## src/rtl/rr_arbiter_ctrl.sv

```systemverilog
// rr_arbiter_ctrl: round-robin arbiter with a registered one-hot grant and one dead cycle between owners; ARB_TIMEOUT_EN adds a forced release after MAX_HOLD cycles.
module rr_arbiter_ctrl #(
  parameter int N_REQ    = 4,
  parameter int ID_W     = 2,
  parameter int MAX_HOLD = 8,
  parameter int CNT_W    = 4
) (
  input  logic             clk,
  input  logic             reset_n,
  input  logic [N_REQ-1:0] req,
  output logic [N_REQ-1:0] gnt,
  output logic             gnt_valid,
  output logic [ID_W-1:0]  gnt_id,
  output logic             expired
);
  typedef enum logic [1:0] {IDLE, GRANT, GAP} state_t;
  state_t state, state_n;
  logic [N_REQ-1:0] gnt_n;
  logic [ID_W-1:0] id_n, last_ptr, ptr_n, win, idx;
  logic found, timeout;
  if (ID_W != $clog2(N_REQ) || MAX_HOLD < 2 || MAX_HOLD > 15 || CNT_W < $clog2(MAX_HOLD)) begin : g_param_err
    $error("rr_arbiter_ctrl: inconsistent parameters");
  end
  // Search upward from the slot after the last owner, so the last owner comes last.
  always_comb begin
    win = '0;
    found = 1'b0;
    idx = '0;
    for (int i = 1; i <= N_REQ; i++) begin
      idx = last_ptr + ID_W'(i);
      if (!found && req[idx]) begin
        win = idx;
        found = 1'b1;
      end
    end
  end
  always_comb begin
    state_n = state;
    gnt_n = gnt;
    id_n = gnt_id;
    ptr_n = last_ptr;
    if (state == GRANT) begin
      if (!req[gnt_id] || timeout) begin
        state_n = GAP;
        gnt_n = '0;
      end
    end else begin
      state_n = found ? GRANT : IDLE;
      gnt_n = found ? N_REQ'(1) << win : '0;
      id_n = found ? win : gnt_id;
      ptr_n = found ? win : last_ptr;
    end
  end
  always_ff @(posedge clk or negedge reset_n)
    if (!reset_n) begin
      state <= IDLE;
      gnt <= '0;
      gnt_id <= '0;
      last_ptr <= ID_W'(N_REQ-1);
    end else begin
      state <= state_n;
      gnt <= gnt_n;
      gnt_id <= id_n;
      last_ptr <= ptr_n;
    end
  assign gnt_valid = |gnt;
`ifdef ARB_TIMEOUT_EN
  logic [CNT_W-1:0] hold_cnt, cnt_n;
  logic exp_n;
  assign timeout = hold_cnt == CNT_W'(MAX_HOLD-1) && |(req & ~gnt);
  // An owner dropping req on its timeout edge is a normal release, not an expiry.
  always_comb begin
    cnt_n = state != GRANT ? '0 : hold_cnt == CNT_W'(MAX_HOLD-1) ? hold_cnt : hold_cnt + 1'b1;
    exp_n = state == GRANT && req[gnt_id] && timeout;
  end
  always_ff @(posedge clk or negedge reset_n)
    if (!reset_n) begin
      hold_cnt <= '0;
      expired <= 1'b0;
    end else begin
      hold_cnt <= cnt_n;
      expired <= exp_n;
    end
`else
  assign timeout = 1'b0;
  assign expired = 1'b0;
`endif
endmodule

```

## config.mk

```make
export PLATFORM = sky130hd
export DESIGN_NAME = rr_arbiter_ctrl
export DESIGN_NICKNAME = d
export VERILOG_FILES = /design/src/rtl/rr_arbiter_ctrl.sv
export SDC_FILE = /design/constraint.sdc
export NUM_CORES = 1
export LEC_CHECK = 0
export CAP_MARGIN = 30
export CORE_AREA = 2 2 39 41
export CTS_CLUSTER_DIAMETER = 200
export CTS_CLUSTER_SIZE = 24
export DETAILED_ROUTE_END_ITERATION = 7
export DIE_AREA = 0 0 41 43
export MAX_ROUTING_LAYER = met4
export PLACE_DENSITY = 0.69
export SYNTH_ARGS = -nofsm -noshare
export SYNTH_HDL_FRONTEND = slang
export SYNTH_SLANG_ARGS = --single-unit
```

## constraint.sdc

```tcl
create_clock -name clk -period 1.84 [get_ports clk]
set_input_delay 0.184 -clock clk [delete_from_list [all_inputs] [get_ports clk]]
set_output_delay 0.184 -clock clk [all_outputs]
set_load 0.05 [all_outputs]
```

After elaboration in Yosys (flattened, before gate mapping)

Index checks and enable logic that the tools add are counted.

Register bits: 10
Input bits: 6
Output and inout port bits: 8

Bitwise gates (word level): 1
Shifts and indexed selects: 1
Equal/unequal tests: 2
Add/subtract/negate cells: 3
Reductions and logical operators: 8
Order comparisons: 5
Mux-type cells: 24

Operator list:

| kind                | count |
|---|---|
| $lt 2x3->1 const B  | 5 |
| $mux 2              | 6 |
| $mux 4              | 3 |
| $bmux 1 s2          | 5 |
| $mux 1              | 10 |
| $add 2x2->2 const B | 2 |
| $reduce_or 4->1     | 1 |
| $shl 1x2->4 const A | 1 |
| $logic_and 1x1->1   | 3 |
| $logic_not 1->1     | 3 |
| $add 2x1->2 const B | 1 |
| $eq 2x1->1 const B  | 1 |
| $ne 2x2->1 const B  | 1 |
| $reduce_and 2->1    | 1 |
| $not 1->1           | 1 |

Logic depth before layout (Yosys ltp)

Word-level depth: 16
Mapped depth: 4
Mapped depth without buffers: 4

Worst setup path after synthesis

OpenSTA, ideal clock, no wires.

Kind: flip-flop to flip-flop
Start: reg gnt_id[0]
End: reg state[0]
Data arrival time: 1575 ps
Cell stages (with the launch flop): 4
Slack: 141 ps
Library setup time: 124 ps
Buffers on the path: 0
Required time: 1716 ps
Cells stage by stage: dfrtp_1 > mux4_2 > nor2b_1 > or2_1

Word-level cells in the longest chain between the ends: 3

Ends and longest elaborated chain:

| item                         | RTL line | RTL |
|---|---|---|
| start, declared              | 13       | `output logic [ID_W-1:0] gnt_id,` |
| start signal, assigned       | 63       | `gnt_id <= id_n;` |
| $bmux 1 s2                   | 43       | `if (!req[gnt_id] \|\| timeout) begin` |
| $mux 1 (not written as such) | 43       |  |
| $ne 2x2->1 (no line)         | -        |  |
| end signal, assigned         | 61       | `state <= state_n;` |
| end, declared                | 17       | `state_t state, state_n;` |

No other way between the ends. The select of a mux whose other input is x is not followed.
A chain may end at the register's enable or synchronous reset.

Worst setup path in the final report

Start: reg gnt_id[0]
End: out gnt_id[0]

No word-level cell between the ends.

==> metrics <==
initial detailed-routing violation count 11; reg-to-reg startpoint last_ptr[0]$_DFFE_PN1P_; fraction of registers with async set/reset 100%; gr usage total 14.0%; CP Cell Sequence clkdlybuf4s50_1; Worst-Skew Late Latency 0.26 ns; Buffers on Ports 12; # DRC 0; Placer Congestion 0.741; WP buf/inv 1; Post-Place Cells 76; initial antenna violation count 0; full die area 1760 sq um; CTS sink cnt 10; register area share after synthesis 50.6%; final net count 71; per-cell routed wire length 12.6 microns; Yosys warnings 0; commonest non-fill, non-tap cell in the layout clkdlybuf4s50_1; syn nets 52; Worst-Margin Slew 0.503 ns; Setup CP Type flop to primary output; ANT cells 0; Setup crit start gnt_id[0]$_DFFE_PN0P_; DP HPWL 819 microns; pin count of the biggest net entering global routing 11; Synth Register Bits 10; antenna viol nets, final 0; max cap viols 0; CP max FO 3; core area 1380 sq um; Final Hold Fails 0; Clock Path Buffers 2; die width 41 microns; Critical Path Start Type flop; Post-CTS Setup Bufs 0; Fin Hold WS 0.226 ns; outcome finished, final reports clean; Reg2Reg Capture Point gnt_id[0]$_DFFE_PN0P_; LEAKAGE 0.307 nW; CP peak stage delay 0.81 ns; Post-synth EDFFs 0; Ports 14; vias in the first global route 378; RSZ-0062 raised after global routing false; Synth area leader dfrtp_1; # rows 14; Die Ht 43 microns; first-pass GRT wire length 1590 microns; max_slew headroom 66.3%; final setup vio count 0; mean post-synth cell area 10.9 sq um; clk slew on worst S/H paths 0.06 ns; CP Data Required Time 1.66 ns; cts bufs inserted 3; CTS root buf clkbuf_4; Top Family by Delay on Critical Path buffers and inverters; WL final 1000 microns; f_max 0.609 GHz; worst r2r path cells 4; crit end category primary output; power per cell area 2100 nW/um^2; Synth area leaders dfrtp_1 40%, dfstp_2 11%, nand2_1 5.3%; top cell type's share of synthesized area 40.1%; hold buffers post-CTS 0; DR vias 408; fin cells 80; clock skew 0.00360 ns; Starting Density 36.1%; Final Max Slew Viols 0; Post-Syn Instances 46; Peak VDD IR 0.911 mV; critical path's slowest cell clkdlybuf4s50_1; Area Overhead vs Synth 37.8%; layout cells sized above 1 25.0%; most frequent cells in the layout 11 x clkdlybuf4s50_1, 8 x dfrtp_1, 7 x nand2_1; Worst R2R Setup Slack 0.25 ns; dominant synthesized flop cell dfrtp_1; period utilization 89.3%; # fillers 125; WP data arrival 1.46 ns; TritonRoute pass-1 iters 4; Cell Area, Synth 499 sq um; CTS tree done; DR vias/cell 5.10; grt ovf 0; Worst Hold Class input pin to async pin; H-tree depth 1; post-cts sizing count 0; Cell variety after synth 25; total negative slack 0 ns; Tmin final 1.64 ns
synthesized netlist by cell type (2+ instances only):
library cell  count
nor2_1            4
o21ai_0           2
dfrtp_1           8
mux2_2            2
nand2b_1          3
dfstp_2           2
nand2_1           7
report_power, final:
part           internal, W  switching (W)
logic             0.000335       0.000499
registers         0.000340      0.0000812
clock network     0.000120      0.0000719
total             0.000795       0.000652
state kept, by name, summed over array words and instances (netlist names):
signal / cells
gnt: 4
gnt_id: 2
last_ptr: 2
state: 2
per-layer routing:
metal / wire length [microns] / up-vias / track usage [%] / share of wire [%]
met5: 0 / - / - / 0
met4: 0 / 0 / 5.33 / 0
met3: 23 / 0 / 6.81 / 2.3
met2: 544 / 5 / 20.6 / 54
met1: 436 / 201 / 15.8 / 43
li1: - / 202 / - / -
cell families (layout without fill, tap and decap cells):
logic type / count (synthesis) / after routing / synth area share, %
buffers and inverters: 2 / 20 / 2.26
flip-flops: 10 / 10 / 50.6
other: 1 / 1 / 0.751
AND/OR/NAND/NOR: 19 / 19 / 20.1
AO/OA/AOI/OAI: 11 / 11 / 17.3
multiplexers: 3 / 3 / 9.02
layout make-up:
class	instances	area (sq um)	area share (%)
clock buffers	4	36.3	5.27
inverters	1	3.75	0.545
multi-input cells	34	235	34.2
flip-flops and latches	10	253	36.7
well taps	16	20.0	2.91
repair buffers	15	140	20.4
how the worst max path moves through the flow:
stage / to / slack [ns] / cells after the start
2_1_floorplan: state[0]$_DFFE_PN0P_ / 0.14 / 3
3_3_place_gp: gnt_id[0]$_DFFE_PN0P_ / 0.12 / 5
3_5_place_dp: gnt_id[0]$_DFFE_PN0P_ / 0.09 / 5
4_1_cts: gnt_id[0] / 0.18 / 1
5_1_grt: gnt_id[0] / 0.13 / 1
6_report: gnt_id[0] / 0.20 / 1
per-stage QoR:
stage	area, sq um	setup WS (ns)	power, W	util, %
floorplan	499	0.141	0.000984	-
global placement	652	0.116	0.00125	47.1
detailed placement	652	0.0903	0.00126	47.1
CTS	688	0.180	0.00146	49.7
global route	688	0.131	0.00153	49.7
finish	688	0.197	0.00145	49.7
No activity file was read; power rests on OpenSTA's default activity.
